`src/rtl/csr_pkg.sv`:
```
// Machine-mode CSR file constants: addresses, op encoding, FSM states, bit positions.
// Latency: n/a (declarations only).
// Backpressure: n/a.
package csr_pkg;

    localparam logic [11:0] CSR_MSTATUS  = 12'h300;
    localparam logic [11:0] CSR_MIE      = 12'h304;
    localparam logic [11:0] CSR_MTVEC    = 12'h305;
    localparam logic [11:0] CSR_MEPC     = 12'h341;
    localparam logic [11:0] CSR_MCAUSE   = 12'h342;
    localparam logic [11:0] CSR_MIP      = 12'h344;
    localparam logic [11:0] CSR_MCYCLE   = 12'hB00;
    localparam logic [11:0] CSR_MINSTRET = 12'hB02;

    localparam logic [1:0] OP_NONE = 2'b00;
    localparam logic [1:0] OP_RW   = 2'b01;
    localparam logic [1:0] OP_RS   = 2'b10;
    localparam logic [1:0] OP_RC   = 2'b11;

    typedef enum logic [1:0] {
        ST_IDLE = 2'd0,
        ST_TRAP = 2'd1,
        ST_MRET = 2'd2
    } csr_state_e;

    localparam int MIE_BIT  = 3;
    localparam int MPIE_BIT = 7;
    localparam int MEIE_BIT = 11;
    localparam int MEIP_BIT = 11;

endpackage

```
`src/rtl/csr_counter.sv`:
```
// Free-running XLEN-bit counter with a load port that overrides the increment.
// Latency: load or increment visible one cycle after the edge.
// Backpressure: none; wraps silently at 2^XLEN-1.
module csr_counter #(
    parameter int XLEN = 32
) (
    input  logic            clk,
    input  logic            rst_n,
    input  logic            load_en,
    input  logic [XLEN-1:0] load_val,
    input  logic            inc_en,
    output logic [XLEN-1:0] count
);

    always_ff @(posedge clk or negedge rst_n) begin
        if (!rst_n) begin
            count <= '0;
        end else if (load_en) begin
            count <= load_val;
        end else if (inc_en) begin
            count <= count + XLEN'(1);
        end
    end

endmodule

```
`src/rtl/csr_file.sv`:
```
// Machine-mode CSR file with trap/mret sequencing and fetch redirect.
// Latency: reads combinational, writes at next edge, redirect one cycle after the request edge.
// Backpressure: trap/mret/CSR ops are ignored while busy; no stalls are generated.
module csr_file
    import csr_pkg::*;
#(
    parameter int XLEN         = 32,
    parameter bit HAS_COUNTERS = 1'b1
) (
    input  logic            clk,
    input  logic            rst_n,
    input  logic [1:0]      csr_op,
    input  logic [11:0]     csr_addr,
    input  logic [XLEN-1:0] csr_wdata,
    output logic [XLEN-1:0] csr_rdata,
    output logic            csr_illegal,
    input  logic            trap_req,
    input  logic [XLEN-1:0] trap_cause,
    input  logic [XLEN-1:0] trap_pc,
    input  logic            mret_req,
    input  logic            instr_retired,
    input  logic            ext_irq,
    output logic            redirect_valid,
    output logic [XLEN-1:0] redirect_pc,
    output logic            busy,
    output logic            irq_pending
);

    csr_state_e      state;
    logic            st_mie;
    logic            st_mpie;
    logic            st_meie;
    logic            st_meip;
    logic [XLEN-1:0] mtvec;
    logic [XLEN-1:0] mepc;
    logic [XLEN-1:0] mcause;
    logic [XLEN-1:0] mcycle;
    logic [XLEN-1:0] minstret;

    logic            idle;
    logic            addr_hit;
    logic [XLEN-1:0] rd_val;
    logic [XLEN-1:0] wr_val;
    logic            wr_en;
    logic [XLEN-1:0] trap_base;

    assign idle = (state == ST_IDLE);
    assign busy = !idle;

    always_comb begin
        rd_val   = '0;
        addr_hit = 1'b1;
        case (csr_addr)
            CSR_MSTATUS: begin
                rd_val[MIE_BIT]  = st_mie;
                rd_val[MPIE_BIT] = st_mpie;
            end
            CSR_MIE:      rd_val[MEIE_BIT] = st_meie;
            CSR_MTVEC:    rd_val = mtvec;
            CSR_MEPC:     rd_val = mepc;
            CSR_MCAUSE:   rd_val = mcause;
            CSR_MIP:      rd_val[MEIP_BIT] = st_meip;
            CSR_MCYCLE: begin
                addr_hit = HAS_COUNTERS;
                rd_val   = mcycle;
            end
            CSR_MINSTRET: begin
                addr_hit = HAS_COUNTERS;
                rd_val   = minstret;
            end
            default:      addr_hit = 1'b0;
        endcase
    end

    assign csr_rdata   = rd_val;
    assign csr_illegal = idle && (csr_op != OP_NONE) && !addr_hit;

    always_comb begin
        case (csr_op)
            OP_RW:   wr_val = csr_wdata;
            OP_RS:   wr_val = rd_val | csr_wdata;
            OP_RC:   wr_val = rd_val & ~csr_wdata;
            default: wr_val = rd_val;
        endcase
    end

    // A zero mask on RS/RC is a pure read and must not disturb side-effecting registers.
    assign wr_en = idle && !trap_req && (csr_op != OP_NONE) && addr_hit &&
                   !(((csr_op == OP_RS) || (csr_op == OP_RC)) && (csr_wdata == '0));

    always_ff @(posedge clk or negedge rst_n) begin
        if (!rst_n) begin
            state   <= ST_IDLE;
            st_mie  <= 1'b0;
            st_mpie <= 1'b0;
            st_meie <= 1'b0;
            st_meip <= 1'b0;
            mtvec   <= '0;
            mepc    <= '0;
            mcause  <= '0;
        end else begin
            st_meip <= ext_irq;
            case (state)
                ST_IDLE: begin
                    if (trap_req) begin
                        mepc    <= trap_pc & ~XLEN'(3);
                        mcause  <= trap_cause;
                        st_mpie <= st_mie;
                        st_mie  <= 1'b0;
                        state   <= ST_TRAP;
                    end else begin
                        if (mret_req) begin
                            st_mie  <= st_mpie;
                            st_mpie <= 1'b1;
                            state   <= ST_MRET;
                        end
                        if (wr_en) begin
                            case (csr_addr)
                                CSR_MSTATUS: begin
                                    if (!mret_req) begin
                                        st_mie  <= wr_val[MIE_BIT];
                                        st_mpie <= wr_val[MPIE_BIT];
                                    end
                                end
                                CSR_MIE:    st_meie <= wr_val[MEIE_BIT];
                                CSR_MTVEC:  mtvec   <= wr_val & ~XLEN'(2);
                                CSR_MEPC:   mepc    <= wr_val & ~XLEN'(3);
                                CSR_MCAUSE: mcause  <= wr_val;
                                default:    ;
                            endcase
                        end
                    end
                end
                default: state <= ST_IDLE;
            endcase
        end
    end

    generate
        if (HAS_COUNTERS) begin : g_counters
            csr_counter #(.XLEN(XLEN)) u_mcycle (
                .clk      (clk),
                .rst_n    (rst_n),
                .load_en  (wr_en && (csr_addr == CSR_MCYCLE)),
                .load_val (wr_val),
                .inc_en   (1'b1),
                .count    (mcycle)
            );
            csr_counter #(.XLEN(XLEN)) u_minstret (
                .clk      (clk),
                .rst_n    (rst_n),
                .load_en  (wr_en && (csr_addr == CSR_MINSTRET)),
                .load_val (wr_val),
                .inc_en   (instr_retired),
                .count    (minstret)
            );
        end else begin : g_no_counters
            assign mcycle   = '0;
            assign minstret = '0;
        end
    endgenerate

    // Vectored mode only applies to interrupts; the cause index is taken from the saved mcause.
    always_comb begin
        trap_base = {mtvec[XLEN-1:2], 2'b00};
        if (mtvec[0] && mcause[XLEN-1]) begin
            trap_base = trap_base + {mcause[XLEN-3:0], 2'b00};
        end
    end

    always_comb begin
        redirect_valid = !idle;
        case (state)
            ST_TRAP: redirect_pc = trap_base;
            ST_MRET: redirect_pc = mepc;
            default: redirect_pc = '0;
        endcase
    end

    assign irq_pending = st_mie & st_meie & st_meip;

endmodule
```
`config.mk`:
```
export PLATFORM = sky130hd
export DESIGN_NAME = csr_file
export DESIGN_NICKNAME = d
export VERILOG_FILES = /design/src/rtl/csr_pkg.sv /design/src/rtl/csr_counter.sv /design/src/rtl/csr_file.sv
export SDC_FILE = /design/constraint.sdc
export NUM_CORES = 1
export LEC_CHECK = 0
export ABC_CLOCK_PERIOD_IN_PS = 9990
export CORE_ASPECT_RATIO = 1.75
export CORE_MARGIN = 5
export CORE_UTILIZATION = 60
export CTS_BUF_LIST = sky130_fd_sc_hd__clkbuf_16
export DETAILED_ROUTE_END_ITERATION = 16
export HOLD_SLACK_MARGIN = 0.15
export PLACE_DENSITY_LB_ADDON = 0.3
export SYNTH_ARGS = -nofsm -noshare
export SYNTH_HDL_FRONTEND = slang
export SYNTH_SLANG_ARGS = --single-unit
```
`constraint.sdc`:
```
create_clock -name clk -period 9.99 [get_ports clk]
set_input_delay 1.4985 -clock clk [delete_from_list [all_inputs] [get_ports clk]]
set_output_delay 1.4985 -clock clk [all_outputs]
set_load 0.05 [all_outputs]
```
==> impl_results.html <==
<table>
<tr><th>Metric</th><th>Value</th></tr>
<tr><th colspan="2">Route</th></tr>
<tr><td>First DRT Iteration DRCs</td><td>1,756</td></tr>
<tr><td>Routed via count</td><td>12,500</td></tr>
<tr><td>Sum of routed wire length over all layers</td><td>42.0 mm</td></tr>
<tr><td>Routed WL per cell</td><td>approximately 23 um</td></tr>
<tr><td>DRC violations left</td><td>0</td></tr>
<tr><td>Ratio of routed vias to standard cells</td><td>about 6.7</td></tr>
<tr><td>DR pass1 iterations</td><td>9</td></tr>
<tr><td>Antenna-violating nets left</td><td>0</td></tr>
<tr><th colspan="2">Timing</th></tr>
<tr><td>Min Tclk post-route</td><td>around 6.4 ns</td></tr>
<tr><td>Max Clock Freq</td><td>~0.16 GHz</td></tr>
<tr><td>Measured slew at the worst slew-check pin</td><td>1.21 ns</td></tr>
<tr><td>Worst path setup slack after routing</td><td>about 3.6 ns</td></tr>
<tr><td>Final Hold Fails</td><td>0</td></tr>
<tr><td>Slew Limit Headroom</td><td>0.192</td></tr>
<tr><td>Final sum of negative setup slack</td><td>0 ns</td></tr>
<tr><td>Total count of max-transition violations in the final report</td><td>0</td></tr>
<tr><td>Clock skew after layout</td><td>about 0.006 ns</td></tr>
<tr><td>Fin Hold WS</td><td>between 0.5 and 0.6 ns</td></tr>
<tr><td>Unrepaired setup endpoints after global routing</td><td>no</td></tr>
<tr><td>Final setup violation count</td><td>0</td></tr>
<tr><td>Crit share post-route</td><td>0.639</td></tr>
<tr><th colspan="2">GRT</th></tr>
<tr><td>Total overflow reported by the global router</td><td>0</td></tr>
<tr><td>Number of global-route vias before repair</td><td>~12,000</td></tr>
<tr><td>Pin count of the biggest net entering global routing</td><td>109</td></tr>
<tr><td>Total routing usage reported by global routing</td><td>0.356</td></tr>
<tr><td>Antenna violations before repair</td><td>0</td></tr>
<tr><td>Wire length of the first global-routing pass</td><td>65.7 mm</td></tr>
<tr><th colspan="2">Placement</th></tr>
<tr><td>Detailed Place HPWL</td><td>roughly 30 mm</td></tr>
<tr><td>Post-place setup slack</td><td>3.63 ns</td></tr>
<tr><td>Quantity of I/O buffers inserted on ports</td><td>around 180</td></tr>
<tr><td>Total placed instance area</td><td>13,900 um2</td></tr>
<tr><td>Placed instance count</td><td>1,830</td></tr>
<tr><td>Gp weighted congestion</td><td>1.00</td></tr>
<tr><th colspan="2">Run status</th></tr>
<tr><td>Outcome</td><td>finished clean</td></tr>
<tr><th colspan="2">Floorplanning</th></tr>
<tr><td>Horizontal die dimension</td><td>~120 um</td></tr>
<tr><td>Floorplan die height</td><td>just under 200 um</td></tr>
<tr><td>Core Rows</td><td>68</td></tr>
<tr><td>Initial cell density of the core</td><td>0.610</td></tr>
<tr><td>Core ar.</td><td>19,800 um2</td></tr>
<tr><td>Die Outline Area</td><td>about 23,000 um2</td></tr>
<tr><td>Boundary pin count</td><td>about 180</td></tr>
<tr><th colspan="2">Yosys</th></tr>
<tr><td>Post-synthesis async set-or-reset flop share</td><td>1.00</td></tr>
<tr><td>Fraction of the yosys area taken by sequential cells</td><td>0.337</td></tr>
<tr><td>Most used flip-flop cell after synthesis</td><td>sky130_fd_sc_hd__dfrtp_1</td></tr>
<tr><td>Area contributors post-synth</td><td>sky130_fd_sc_hd__dfrtp_1 34%, sky130_fd_sc_hd__nand2_1 6.6%, sky130_fd_sc_hd__nor2_1 5.3%</td></tr>
<tr><td>Synthesized area divided by synthesized cell count</td><td>8.15 um2</td></tr>
<tr><td>Post-Syn Instances</td><td>1,485</td></tr>
<tr><td>Number of distinct standard cells referenced by the synthesized netlist</td><td>75</td></tr>
<tr><td>Synthesized cell area</td><td>between 10,000 and 15,000 um2</td></tr>
<tr><td>Leading cell type by number of instances after synthesis</td><td>sky130_fd_sc_hd__nand2_1</td></tr>
<tr><td>Library cell occupying the most area in the post-synthesis netlist</td><td>sky130_fd_sc_hd__dfrtp_1</td></tr>
<tr><td>Yosys top cell area share</td><td>0.337</td></tr>
<tr><td>Number of synthesized flops with an enable pin</td><td>0</td></tr>
<tr><td>Number of flip-flops and latches in the synthesized netlist</td><td>about 160</td></tr>
<tr><td>Synth cell count leaders</td><td>212 x sky130_fd_sc_hd__nand2_1, 172 x sky130_fd_sc_hd__nor2_1, 163 x sky130_fd_sc_hd__dfrtp_1</td></tr>
<tr><td>Syn. warnings</td><td>0</td></tr>
<tr><th colspan="2">Clock tree</th></tr>
<tr><td>Clock insertion delay at the later pin of the skew report</td><td>between 0.4 and 0.5 ns</td></tr>
<tr><td>H-tree levels</td><td>4</td></tr>
<tr><td>Sink count of the clock tree</td><td>~160</td></tr>
<tr><td>Post-CTS setup buffer count</td><td>0</td></tr>
<tr><td>Maximum count of clock buffers along a single path</td><td>2</td></tr>
<tr><td>Number of buffers inserted for hold repair after clock tree synthesis</td><td>0</td></tr>
<tr><td>Register clock-pin slew on the reported worst setup and hold paths</td><td>0.06 ns</td></tr>
<tr><td>Post_cts resized</td><td>0</td></tr>
<tr><td>Number of clock buffers inserted by TritonCTS</td><td>17</td></tr>
<tr><td>Clock tree from TritonCTS</td><td>done</td></tr>
<tr><td>Cell chosen for the clock root</td><td>sky130_fd_sc_hd__clkbuf_16</td></tr>
<tr><th colspan="2">Worst hold path</th></tr>
<tr><td>Kind of path behind the tightest hold check</td><td>reg2reg</td></tr>
<tr><th colspan="2">Power</th></tr>
<tr><td>Power per standard cell area</td><td>around 140 nW/um2</td></tr>
<tr><td>Share of power burned in registers</td><td>0.430</td></tr>
<tr><td>Power Internal</td><td>around 1.3 mW</td></tr>
<tr><td>Fraction of power spent switching nets</td><td>0.350</td></tr>
<tr><td>Static Leak</td><td>around 6.1 nW</td></tr>
<tr><td>Final Power</td><td>between 2 and 2.5 mW</td></tr>
<tr><td>Total net switching power</td><td>slightly above 0.7 mW</td></tr>
<tr><td>Logic pwr share</td><td>0.261</td></tr>
<tr><td>Worst-case vdd ir drop</td><td>between 0.1 and 0.15 mV</td></tr>
<tr><td>Part of the power in the clock network</td><td>0.308</td></tr>
<tr><th colspan="2">Critical path</th></tr>
<tr><td>Maximum fanout along the worst path</td><td>27</td></tr>
<tr><td>Critical Setup Path Class</td><td>in2out</td></tr>
<tr><td>Reg2reg setup slack</td><td>6.26 ns</td></tr>
<tr><td>Type of destination of the critical path</td><td>output port</td></tr>
<tr><td>Startpoint class of the critical path</td><td>primary input</td></tr>
<tr><td>Cell-by-cell listing of the critical path</td><td>clkdlybuf4s50_1 -&gt; nand4bb_1 -&gt; nor4_4 -&gt; buf_4 -&gt; and2_1 -&gt; nand2_1 -&gt; nand2_1 -&gt; clkdlybuf4s50_1</td></tr>
<tr><td>Required time reported for the critical path endpoint</td><td>8.49 ns</td></tr>
<tr><td>Arrival time reported for the critical path endpoint</td><td>4.89 ns</td></tr>
<tr><td>Delay of the slowest critical-path stage</td><td>between 0.8 and 0.9 ns</td></tr>
<tr><td>Max stage delay cell, worst path</td><td>sky130_fd_sc_hd__clkdlybuf4s50_1</td></tr>
<tr><th colspan="2">Flow run</th></tr>
<tr><td>Max-cap violation count</td><td>0</td></tr>
<tr><th colspan="2">Cells and area</th></tr>
<tr><td>Total Nets Final</td><td>1,755</td></tr>
<tr><td>Fraction of final layout cells with drive strength greater than 1</td><td>0.0798</td></tr>
<tr><td>Core occupancy in the finished layout</td><td>0.730</td></tr>
<tr><td>Final antenna diode count</td><td>0</td></tr>
<tr><td>Synth-to-layout area growth</td><td>19.7%</td></tr>
<tr><td>Layout Cells excl Fill</td><td>~1,900</td></tr>
<tr><td>Final Instance Area</td><td>roughly 14,000 um2</td></tr>
</table>
placed cells by master (no fill, tap or decap), types with 10 or more instances in the layout:
| cell type | synthesis | routed |
|---|---|---|
| sky130_fd_sc_hd__nand3_1 | 53 | 52 |
| sky130_fd_sc_hd__nor2_1 | 172 | 171 |
| sky130_fd_sc_hd__clkbuf_16 | 0 | 17 |
| sky130_fd_sc_hd__inv_1 | 19 | 22 |
| sky130_fd_sc_hd__xnor2_1 | 52 | 52 |
| sky130_fd_sc_hd__mux2_2 | 44 | 44 |
| sky130_fd_sc_hd__xor2_1 | 33 | 33 |
| sky130_fd_sc_hd__a31oi_1 | 12 | 12 |
| sky130_fd_sc_hd__and2_1 | 35 | 35 |
| sky130_fd_sc_hd__dfrtp_1 | 163 | 163 |
| sky130_fd_sc_hd__a22o_1 | 10 | 10 |
| sky130_fd_sc_hd__nand2_1 | 212 | 210 |
| sky130_fd_sc_hd__o22a_1 | 10 | 10 |
| sky130_fd_sc_hd__buf_4 | 7 | 19 |
| sky130_fd_sc_hd__a22oi_1 | 17 | 17 |
| sky130_fd_sc_hd__a222oi_1 | 31 | 31 |
| sky130_fd_sc_hd__nor3_1 | 12 | 12 |
| sky130_fd_sc_hd__and3_1 | 19 | 19 |
| sky130_fd_sc_hd__o31ai_1 | 55 | 55 |
| sky130_fd_sc_hd__clkdlybuf4s50_1 | 0 | 177 |
| sky130_fd_sc_hd__a21oi_1 | 126 | 126 |
| sky130_fd_sc_hd__nor2b_1 | 35 | 34 |
| sky130_fd_sc_hd__nand4_1 | 20 | 20 |
| sky130_fd_sc_hd__o21ai_0 | 73 | 73 |
| sky130_fd_sc_hd__ha_1 | 34 | 34 |
worst max-delay path: cells and delay by family:
family | cells | cell delay [ns]
buf+inv | 3 | 1.58
simple gates | 5 | 1.79
flip-flops by register name, indices dropped and copies added (netlist names):
name,count
st_mie,1
st_meip,1
mcause,32
st_mpie,1
g_counters.u_mcycle.count,32
mtvec,31
mepc,30
state,2
g_counters.u_minstret.count,32
st_meie,1
power groups by stage:
| stage | Clock [mW] | Combinational, mW | Sequential (mW) |
|---|---|---|---|
| after floorplan | 0 | 0.355 | 0.826 |
| after global routing | 0.657 | 0.582 | 0.882 |
| after detailed placement | 0 | 0.522 | 0.880 |
| final | 0.628 | 0.533 | 0.877 |
| after global placement | 0 | 0.505 | 0.876 |
| after CTS | 0.634 | 0.525 | 0.868 |
layer usage:
metal / GRT usage / up-vias / share of wire
met2: 0.561 / 781 / 0.46
met1: 0.469 / 5900 / 0.38
met3: 0.0643 / 149 / 0.11
met4: 0.184 / 0 / 0.053
met5: 0 / - / 0
li1: - / 5634 / -
worst paths after layout:
path / cells past startpoint / to / start
worst max-delay path: 8 / csr_rdata[26] / csr_addr[10]
worst min-delay path: 2 / mcause[30] / mcause[30]
worst max register to register: 8 / g_counters.u_minstret.count[6] / state[1]
worst min register to register: 2 / mcause[30] / mcause[30]
max in group asynchronous: 2 / mcause[20] / rst_n
min in group asynchronous: 1 / g_counters.u_mcycle.count[3] / rst_n
cells by family after synthesis:
group | synth area share
AOI/OAI and AO/OA | 0.237
xor gates and xnor gates | 0.0616
adders and majority gates | 0.0368
buffers and inverters | 0.0417
DFF | 0.337
muxes | 0.0443
other | 0.000310
and+or+nand+nor | 0.242
cell type report:
type	count	area, um2
fill	1580	5350
sequential	163	4080
clock buffer	17	425
tap	245	307
timing repair buffer	198	1930
clock inverter	15	128
multi-input combinational	1205	7540
inverter	19	71.3
Power figures use the tool's default switching activity.
